==> src/rtl/arb_pkg.sv <==
// Shared definitions for the 4-way round-robin arbiter and its requester ports.
package arb_pkg;

    localparam int unsigned NUM_REQ   = 4;
    localparam int unsigned REQ_IDX_W = 2;

    typedef logic [NUM_REQ-1:0] req_vec_t;

    // Narrow a port index parameter to the req/gnt index width.
    function automatic logic [REQ_IDX_W-1:0] req_idx(input int unsigned id);
        return REQ_IDX_W'(id);
    endfunction

endpackage : arb_pkg

==> src/rtl/arb_req_fifo.sv <==
// Synchronous FIFO buffering producer words ahead of the arbiter grant.
module arb_req_fifo #(
    parameter int unsigned DW    = 32,
    parameter int unsigned DEPTH = 4
) (
    input  logic                         clk,
    input  logic                         rst_n,
    input  logic                         push,
    input  logic [DW-1:0]                push_data,
    input  logic                         pop,
    output logic [DW-1:0]                head,
    output logic [$clog2(DEPTH+1)-1:0]   count,
    output logic                         full,
    output logic                         empty
);

    localparam int unsigned PTR_W = (DEPTH > 1) ? $clog2(DEPTH) : 1;
    localparam int unsigned CNT_W = $clog2(DEPTH + 1);

    logic [DW-1:0]    mem [DEPTH];
    logic [PTR_W-1:0] wr_ptr;
    logic [PTR_W-1:0] rd_ptr;
    logic             do_push;
    logic             do_pop;

    // Full/empty flags and qualified push/pop; a full FIFO refuses a push even when popping.
    always_comb begin
        full    = (count == CNT_W'(DEPTH));
        empty   = (count == '0);
        do_push = push && !full;
        do_pop  = pop && !empty;
        head    = mem[rd_ptr];
    end

    // Storage array; contents need no reset because count gates every read.
    always_ff @(posedge clk) begin
        if (do_push) begin
            mem[wr_ptr] <= push_data;
        end
    end

    // Pointers wrap naturally since DEPTH is a power of two.
    always_ff @(posedge clk or negedge rst_n) begin
        if (!rst_n) begin
            wr_ptr <= '0;
            rd_ptr <= '0;
        end else begin
            if (do_push) begin
                wr_ptr <= wr_ptr + PTR_W'(1);
            end
            if (do_pop) begin
                rd_ptr <= rd_ptr + PTR_W'(1);
            end
        end
    end

    // Occupancy count; simultaneous push and pop leave it unchanged.
    always_ff @(posedge clk or negedge rst_n) begin
        if (!rst_n) begin
            count <= '0;
        end else begin
            case ({do_push, do_pop})
                2'b10:   count <= count + CNT_W'(1);
                2'b01:   count <= count - CNT_W'(1);
                default: count <= count;
            endcase
        end
    end

endmodule : arb_req_fifo

==> src/rtl/arb_req_port.sv <==
// Requester-side front end: buffers producer words, requests the arbiter,
// and pops one word onto an OR-combinable result bus per observed grant.
module arb_req_port
    import arb_pkg::*;
#(
    parameter int unsigned DW    = 32,
    parameter int unsigned DEPTH = 4,
    parameter int unsigned ID    = 0
) (
    input  logic                 clk,
    input  logic                 rst_n,
    input  logic                 in_valid,
    input  logic [DW-1:0]        in_data,
    output logic                 in_ready,
    input  logic [NUM_REQ-1:0]   gnt,
    output logic                 req,
    output logic                 bus_valid,
    output logic [DW-1:0]        bus_data,
    output logic [REQ_IDX_W-1:0] bus_id,
    output logic [7:0]           stale_cnt
);

    localparam int unsigned            CNT_W  = $clog2(DEPTH + 1);
    localparam logic [REQ_IDX_W-1:0]   ID_IDX = req_idx(ID);

    req_vec_t          gnt_vec;
    logic              my_gnt;
    logic              push;
    logic              pop;
    logic              stale;
    logic [DW-1:0]     head;
    logic [CNT_W-1:0]  count;
    logic              full;
    logic              empty;

    // Own grant bit only; other bits (even illegal multi-hot) are ignored.
    always_comb begin
        gnt_vec  = gnt;
        my_gnt   = gnt_vec[ID_IDX];
        in_ready = !full;
        push     = in_valid && in_ready;
        pop      = my_gnt && !empty;
        stale    = my_gnt && empty;
        // Look-ahead drops req while the last entry is being popped.
        req      = (count > CNT_W'(1)) || ((count == CNT_W'(1)) && !my_gnt);
    end

    arb_req_fifo #(
        .DW    (DW),
        .DEPTH (DEPTH)
    ) u_fifo (
        .clk       (clk),
        .rst_n     (rst_n),
        .push      (push),
        .push_data (in_data),
        .pop       (pop),
        .head      (head),
        .count     (count),
        .full      (full),
        .empty     (empty)
    );

    // Result bus register; zero when idle so ports can be OR-combined.
    always_ff @(posedge clk or negedge rst_n) begin
        if (!rst_n) begin
            bus_valid <= 1'b0;
            bus_data  <= '0;
            bus_id    <= '0;
        end else if (pop) begin
            bus_valid <= 1'b1;
            bus_data  <= head;
            bus_id    <= ID_IDX;
        end else begin
            bus_valid <= 1'b0;
            bus_data  <= '0;
            bus_id    <= '0;
        end
    end

    // Saturating count of grants that arrived with nothing to pop.
    always_ff @(posedge clk or negedge rst_n) begin
        if (!rst_n) begin
            stale_cnt <= 8'h00;
        end else if (stale && (stale_cnt != 8'hFF)) begin
            stale_cnt <= stale_cnt + 8'h01;
        end
    end

endmodule : arb_req_port

==> config.mk <==
export PLATFORM = sky130hd
export DESIGN_NAME = arb_req_port
export DESIGN_NICKNAME = d
export VERILOG_FILES = /design/src/rtl/arb_pkg.sv /design/src/rtl/arb_req_fifo.sv /design/src/rtl/arb_req_port.sv
export SDC_FILE = /design/constraint.sdc
export NUM_CORES = 1
export LEC_CHECK = 0
export BUFFER_PORTS_ARGS = -buffer_cell sky130_fd_sc_hd__buf_4
export CORE_AREA = 2 2 141 143
export CTS_CLUSTER_SIZE = 28
export DETAILED_ROUTE_END_ITERATION = 6
export DIE_AREA = 0 0 143 145
export GPL_ROUTABILITY_DRIVEN = 1
export PLACE_DENSITY = 0.6
export SETUP_SLACK_MARGIN = 0.15
export SLEW_MARGIN = 20
export SYNTH_ARGS = -nofsm -noshare
export SYNTH_HDL_FRONTEND = slang
export SYNTH_SLANG_ARGS = --single-unit
==> constraint.sdc <==
create_clock -name clk -period 5.8 [get_ports clk]
set_input_delay 0.87 -clock clk [delete_from_list [all_inputs] [get_ports clk]]
set_output_delay 0.87 -clock clk [all_outputs]
set_load 0.1 [all_outputs]
# [Word level (Yosys, flattened, before mapping)]
# Memories as Yosys holds them, arrays and structs flattened.
# Index checks and enable logic that the tools add are counted.
[op_classes] addsub=5 multipliers=0 n_div=0 magnitude_cmp=1 eq_ne=5 shift=0 muxes=5 bitwise=0 n_reduce_logical=13
[ops] cell="$mux 32" n=1
[ops] cell="$add 8x1->8 const B" n=1
[ops] cell="$ne 8x8->1 const B" n=1
[ops] cell="$logic_and 1x1->1" n=7
[ops] cell="$pmux 3 s2" n=1
[ops] cell="$add 2x1->2 const B" n=2
[ops] cell="$add 3x1->3 const B" n=1
[ops] cell="$eq 3x1->1 const B" n=1
[ops] cell="$eq 3x3->1 const B" n=1
[ops] cell="$gt 3x1->1 const B" n=1
[ops] cell="$logic_not 1->1" n=3
[ops] cell="$logic_not 3->1" n=1
[ops] cell="$mux 1" n=3
[ops] cell="$sub 3x1->3 const B" n=1
[ops] cell="$eq 2x1->1 const B" n=1
[ops] cell="$eq 2x2->1 const B" n=1
[ops] cell="$reduce_bool 2->1" n=1
[ops] cell="$logic_or 1x1->1" n=1
[totals] reg_bits=48 latch_bits=0 ramBits=128 rom_bits=0 in_bits=39 out_inout_bits=45 word_cells=36 memories=1
[mem_list] name="u_fifo.mem" words=4 word_bits=32 rd=1 rd_ports_with_merged_regs=0 write_ports=1 line_no="arb_req_fifo.sv:20" text="logic [DW-1:0] mem [DEPTH];"

# [Depth between registers and ports, before layout]
# Gate-level depths: netlist of the first run.
[logic_depth] depth_word=6 depth_mapped=9 ltp_nobuf=9

# [By module]
# From an unflattened synthesis of the first run, not the netlist that was laid out.
[unflattened] cells_unflattened=319 hier_area_um2=6567.5
[by_module_without_submodules] mod="arb_req_fifo" n_inst=1 cells_per_inst=205 area_each_um2=5091.1 seq_area_each_um2=4018.9
[by_module_without_submodules] mod="arb_req_port" n_inst=1 cells_per_inst=114 area_each_um2=1476.4 seq_area_each_um2=1026.0

# [Worst setup path after synthesis of the first run]
# No wires, ideal clock.
[synth_timing] path_kind="register -> register" from="reg u_fifo.count[0]" to="mem u_fifo.mem[0][0], enable pin" arrival_time_ns=2.360 required_time_ns=5.408 path_slack_ns=3.048 path_stages_with_launch=5 n_path_buf=0 period_less_slack_ns=2.752 path_cell_list="dfrtp_1 -> inv_1 -> ha_1 -> nand2_1 -> and3_1"
[synth_via] elab_chain_len=6
[synth_lines] element="start: declaration" line_no="arb_req_fifo.sv:12" text="output logic [$clog2(DEPTH+1)-1:0] count,"
[synth_lines] element="start signal: assignment" line_no="arb_req_fifo.sv:63" text="2'b10: count <= count + CNT_W'(1);"
[synth_lines] element="start signal: assignment" line_no="arb_req_fifo.sv:64" text="2'b01: count <= count - CNT_W'(1);"
[synth_lines] element="start signal: assignment" line_no="arb_req_fifo.sv:65" text="default: count <= count;"
[synth_lines] element="$eq 3x3->1 *" line_no="arb_req_fifo.sv:28" text="full = (count == CNT_W'(DEPTH));"
[synth_lines] element="$logic_not 1->1 *" line_no="arb_req_port.sv:40" text="in_ready = !full;"
[synth_lines] element="named net in_ready" line_no="arb_req_port.sv:14" text="output logic in_ready,"
[synth_lines] element="$logic_and 1x1->1" line_no="arb_req_port.sv:41" text="push = in_valid && in_ready;"
[synth_lines] element="$logic_and 1x1->1 *" line_no="arb_req_fifo.sv:30" text="do_push = push && !full;"
[synth_lines] element="$mux 1 *" line_no="arb_req_fifo.sv:37" text="if (do_push) begin"
[synth_lines] element="$mux 1 (implied by the code) *" line_no="arb_req_fifo.sv:38" text="mem[wr_ptr] <= push_data;"
[synth_lines] element="end: declaration" line_no="arb_req_fifo.sv:20"
# Mark *: on every way through the listed nets, which the timed path passes. The rest lies on a longest branch.

# [Final worst setup path of the first run]
[layout_timing] from="in gnt[0]" to="out req"
[layout_via] elab_chain_len=3
[layout_lines] element="start: declaration" line_no="arb_req_port.sv:15" text="input logic [NUM_REQ-1:0] gnt,"
[layout_lines] element="$logic_not 1->1" line_no="arb_req_port.sv:45" text="req = (count > CNT_W'(1)) || ((count == CNT_W'(1)) && !my_gnt);"
[layout_lines] element="$logic_and 1x1->1" line_no="arb_req_port.sv:45"
[layout_lines] element="$logic_or 1x1->1" line_no="arb_req_port.sv:45"
[layout_lines] element="end: declaration" line_no="arb_req_port.sv:16" text="output logic req,"
# Every way passes these cells.

==> results of run 1 <==
==> final timing paths <==
path                                    end  slack (ps)  depth (start not counted)
max reg2reg                u_fifo.mem[1][6]        3660                          4
min reg2reg                    stale_cnt[2]         530                          1
min in group clk               stale_cnt[2]         530                          1
max                                     req        3070                          4
max in group asynchronous  u_fifo.rd_ptr[0]        4820                          1
min                             bus_data[8]         490                          1
==> area by class of cell <==
type / count / area, sq um / area share
clock buffers: 21 / 450 / 0.0557
clock inverters: 11 / 211 / 0.0261
inverters: 5 / 18.8 / 0.00232
multi-input cells: 128 / 1430 / 0.177
flip-flops and latches: 176 / 5050 / 0.624
well taps: 265 / 332 / 0.0410
repair buffers: 80 / 601 / 0.0742
==> through the flow <==
stage / setup WS [ps] / cells / util / total power [mW]
3_5_place_dp: 3030 / 654 / 0.387 / 3.74
3_3_place_gp: 3020 / 654 / 0.387 / 3.71
6_report: 3070 / 686 / 0.421 / 4.94
2_1_floorplan: 3050 / 325 / - / 3.30
5_1_grt: 2920 / 686 / 0.421 / 5.16
4_1_cts: 3030 / 686 / 0.421 / 5.01
==> flip-flops by register name (all words and copies together), names as in the netlist <==
register and flops:
stale_cnt 8, u_fifo.count 3, bus_valid 1, u_fifo.rd_ptr 2, u_fifo.wr_ptr 2, u_fifo.mem 128, bus_data 32
==> worst max-delay path, cell delays in order <==
cell and delay, ps:
buf_4 350, a21oi_1 110, or2_2 290, buf_4 240
==> power by group <==
group / switching (mW) / total [mW] / internal (mW)
clock network: 0.449 / 1.27 / 0.818
registers: 0.190 / 1.88 / 1.69
logic: 1.26 / 1.79 / 0.530
==> cells in the final DEF, fill, tap and decap left out <==
cell,instances
edfxtp_1,128
buf_4,80
dfrtp_1,46
mux4_2,32
and3_1,31
clkbuf_16,17
ha_1,10
nand2_1,8
and3_2,7
bufinv_16,6
inv_1,5
xnor2_1,5
a21oi_1,4
o21ai_0,3
clkbuf_1,3
nand2b_1,2
or2_2,2
mux2_2,2
nand3_2,2
mux2_4,2
nor2_1,2
xor2_1,2
conb_1,2
clkinv_2,2
clkinv_4,2
dfrtp_2,2
and2_2,1
and2_1,1
nor3_1,1
and3b_4,1
and2b_2,1
nand3_1,1
and4_4,1
and4_1,1
o211ai_1,1
o21a_1,1
o21ai_2,1
mux2i_1,1
clkinv_1,1
clkbuf_8,1
==> per-layer routing <==
layer | vias up | global-route usage | part of all wire | wire length, um
met5 | - | 0 | 0 | 0
met4 | 0 | 0.0520 | 0.014 | 170
met3 | 16 | 0.0356 | 0.047 | 580
met2 | 70 | 0.209 | 0.51 | 6280
met1 | 1678 | 0.154 | 0.43 | 5210
li1 | 1430 | - | - | -
==> logic make-up (layout without fill, tap and decap cells) <==
group / after synthesis / after routing / share of synthesized area
flops: 176 / 176 / 0.766
compound gates: 10 / 10 / 0.00893
xor+xnor: 7 / 7 / 0.00931
simple gates: 62 / 62 / 0.0591
mux: 37 / 37 / 0.119
buf+inv: 21 / 117 / 0.0177
fa+ha+maj: 10 / 10 / 0.0190
other cells: 1 / 2 / 0.000570
==> impl_metrics.ini, run 1 <==
[grt]
grt.total_usage = 0.126
antenna_found_initial = 0
grt_max_degree = 49
grt_pass1_vias = 3431
grt_pass1_wl_um = 19200
overflow = 0

[detailed_routing]
dr.first_iter.drc_count = 163
vias = 3194
final_antenna_net_count = 0
drt_wl_total_um = 12200
wl_per_cell_um = 17.8
first_pass_iters = 4
vias_per_cell = 4.66
route.detailed.drc = 0

[clocking]
clock_sink_count = 176
ctsLongestPathBuffers = 2
clkLatencyLatePin_ps = 420
cts_root_buf = clkbuf_16
post_cts_resized = 0
tritoncts = yes
postCtsSetupRepairBufs = 0
cts_buffers = 17
htree_levels = 4
hold_buffers = 0
clk_pin_slew_ps = 60

[floorplanning]
die_y_um = 145
top_level_ports = 84
row_count = 51
start_util = 0.343
core_sq_mm = 0.0192
die_area_sq_mm = 0.0207
die_w_um = 143

[finish]
drive_above_1_share = 0.385
finish.instance_area_sq_mm = 0.00809
nFillCells = 1714
n_antenna_cell = 0
syn_to_final_growth_pct = 22.9
nets = 457

[placed_design]
place_area_sq_mm = 0.00743
dp_hpwl_um = 6790
numPortBuffers = 78
gp_congestion = 0.638

[logic_synthesis]
synth-edff-count = 128
syn_area_per_cell_sq_um = 20.3
ys_top_cells_by_count = edfxtp_1 (128), dfrtp_1 (48), and3_1 (35)
ys_ff_latch = 176
synthTopCellsByArea = edfxtp_1 (58%), dfrtp_1 (18%), mux4_2 (11%)
yosysUniqueCellTypes = 35
seq_area_frac_synth = 0.766
yosys_warnings = 0
syn_area_sq_mm = 0.00658
async_reset_ff_frac = 0.273
yosysMostFrequentCell = edfxtp_1
synth_area_leader_cell = edfxtp_1
synth_cells = 324
synth_flop_cell = edfxtp_1
yosysTopAreaCellShare = 0.584

[timing]
min_period_ps = 2730
finClkSkew_ps = 10.2
holdWs_ps = 493
drv_slew = 0
maxSlewHeadroom = 0.362
tns_ps = 0
tightest_slew_ps = 957
fmax_mhz = 366
final_hold_viol_count = 0
period_share = 0.471
rsz0062_at_grt = false
setup_violations = 0

[worst_setup_path]
end_kind = output pin
crit_required_ps = 4930
cp-start-kind = primary input
crit_start = gnt[0]
crit_fanout = 35
crit_type = primary input to output pin
r2r_start = u_fifo.count[0]
arrival_ps = 1860

[job]
drv_cap = 0

[power]
power_density_mw_per_mm2 = 610
leakage_nw = 3.13
max-vdd-ir-drop_v = 0.000235

[status]
status = complete, no violations

[hold_path]
hold_class = primary input to async pin
Power figures use the tool's default switching activity.
==> run 2, diff against run 1 <==
--- a/config.mk
+++ b/config.mk
@@ -11,7 +11,7 @@
 export DETAILED_ROUTE_END_ITERATION = 6
 export DIE_AREA = 0 0 143 145
 export GPL_ROUTABILITY_DRIVEN = 1
-export PLACE_DENSITY = 0.6
+export PLACE_DENSITY = 0.62
 export SETUP_SLACK_MARGIN = 0.15
 export SLEW_MARGIN = 20
 export SYNTH_ARGS = -nofsm -noshare
==> constraint.sdc (replaced) <==
create_clock -name clk -period 2.3 [get_ports clk]
set_input_delay 0.345 -clock clk [delete_from_list [all_inputs] [get_ports clk]]
set_output_delay 0.345 -clock clk [all_outputs]
set_load 0.1 [all_outputs]
==> impl_metrics.ini, run 2 (same netlist as run 1, synthesis figures left out) <==
[status]
status = complete, no violations

[worst_setup_path]
r2r_start = u_fifo.count[0]
crit_required_ps = 1960
crit_start = u_fifo.count[1]
cp-start-kind = register
r2r_slack_ps = 340
end_kind = output pin
reg2reg_to = u_fifo.count[2]
crit_chain = inv_1 -> ha_2 -> nor3_2 -> a21oi_1 -> or2_4 -> buf_12
worstRegToRegCells = 10
critPathMaxStageDelay_ps = 360
crit_type = register to output pin
arrival_ps = 1700
crit_fanout = 3
crit_slowest_cell = dfrtp_1

[clocking]
clock_sink_count = 176
cts_buffers = 17
htree_levels = 4
clk_pin_slew_ps = 70
clkLatencyLatePin_ps = 420
cts_root_buf = clkbuf_16
tritoncts = yes
ctsLongestPathBuffers = 2

[power]
switchingPower_mw = 5.03
power.internal_mw = 7.25
p_comb_frac = 0.405
leakage_nw = 3.17
p_sw_frac = 0.409
power_frac_clock = 0.222
p_seq_frac = 0.373
power_density_mw_per_mm2 = 1500
max-vdd-ir-drop_v = 0.000770

[grt]
grt_max_degree = 49
antenna_found_initial = 0
grt.total_usage = 0.132
overflow = 0
grt_pass1_vias = 3492
grt_pass1_wl_um = 20000

[finish]
post-route-util = 0.426
final_common_cell = edfxtp_1
nFillCells = 1703
top_register = u_fifo.mem
n_antenna_cell = 0
syn_to_final_growth_pct = 24.4
reg.largest.list = u_fifo.mem x128, bus_data x32, stale_cnt x8
nets = 469
layout_common_cells = edfxtp_1 (128), buf_4 (84), dfrtp_1 (46)
drive_above_1_share = 0.413
largest_reg_flops = 128

[timing]
drv_slew = 0
fmax_mhz = 490
setup_violations = 0
period_share = 0.887
finClkSkew_ps = 8.60
tightest_slew_ps = 665
tns_ps = 0
rsz0062_at_grt = false
min_period_ps = 2040
final_hold_viol_count = 0
maxSlewHeadroom = 0.557

[detailed_routing]
first_pass_iters = 4
drt_wl_total_um = 13000
route.detailed.drc = 0
vias_per_cell = 4.67
wl_per_cell_um = 18.6
final_antenna_net_count = 0
vias = 3259
dr.first_iter.drc_count = 267

[placed_design]
dp_hpwl_um = 7810
numPortBuffers = 78
gp_congestion = 0.673

[floorplanning]
row_count = 51
top_level_ports = 84
die_y_um = 145
die_area_sq_mm = 0.0207
start_util = 0.343
die_w_um = 143
core_sq_mm = 0.0192

[job]
drv_cap = 0

[hold_path]
hold_class = primary input to register
min_to = u_fifo.mem[2][28]
whs_path_depth = 1
hp-start = in_data[28]
[run 2: changes by cell type in the layout (fill, tap and decap cells not counted), moves of 2 or more]
| cell | delta |
|---|---|
| buf_12 | +7 |
| buf_4 | +4 |
| bufinv_16 | -6 |
| clkbuf_1 | -2 |
| clkinv_2 | -2 |
| inv_6 | +7 |
| inv_8 | +2 |
[run 2: final cells by class]
cell class	count	area (sq um)	area share
well taps	265	332	0.0405
clock inverters	13	120	0.0147
multi-input cells	128	1450	0.177
flip-flops and latches	176	5050	0.617
repair buffers	92	781	0.0954
inverters	5	18.8	0.00229
clock buffers	19	443	0.0541
[run 2: routing by layer]
metal / wire, um / global-route usage / part of all wire
met3: 615 / 0.0419 / 0.047
met4: 151 / 0.0371 / 0.012
met2: 6830 / 0.225 / 0.53
met5: 0 / 0 / 0
met1: 5360 / 0.159 / 0.41
[run 2: power by group through the flow]
stage / clock [mW] / sequential, mW / combinational (mW)
4_1_cts: 2.80 / 4.60 / 5.05
3_3_place_gp: 0 / 4.63 / 4.91
3_5_place_dp: 0 / 4.67 / 4.96
2_1_floorplan: 0 / 6.53 / 1.80
6_report: 2.72 / 4.58 / 4.97
5_1_grt: 2.93 / 4.66 / 5.23
[run 2: worst max-delay path by stage]
| stage | to | depth (start not counted) | slack (ps) |
|---|---|---|---|
| after floorplan | u_fifo.mem[3][0] | 4 | 180 |
| after global placement | u_fifo.mem[1][11] | 5 | 420 |
| after detailed placement | u_fifo.mem[0][8] | 5 | 340 |
| after CTS | req | 6 | 200 |
| after global routing | req | 6 | 140 |
| final | req | 6 | 260 |
[run 2: repair_timing]
action | CTS | global route
hold buffers | 1 | 0
setup buffers | 2 | 0
hold endpoints to repair | 46 | 0
setup endpoints to repair | 1 | 1
gates resized for setup | 4 | 2
[run 2: metrics by stage]
step	cells	total power, mW	area [sq um]	setup WS [ps]	hold WS (ps)
5_1_grt	698	12.8	8190	141	87.1
4_1_cts	698	12.5	8180	200	99.8
3_5_place_dp	663	9.63	7580	344	440
6_report	698	12.3	8190	259	119
2_1_floorplan	325	8.33	6590	178	49.4
3_3_place_gp	663	9.55	7580	415	430
[run 2: critical path, delay by kind of cell (launching register included)]
family / cells / cell delay [ps]
AO/OA/AOI/OAI: 1 / 60
adder cells (fa/ha/maj): 1 / 190
buffers and inverters: 2 / 260
flip-flops: 1 / 360
AND/OR/NAND/NOR: 2 / 420
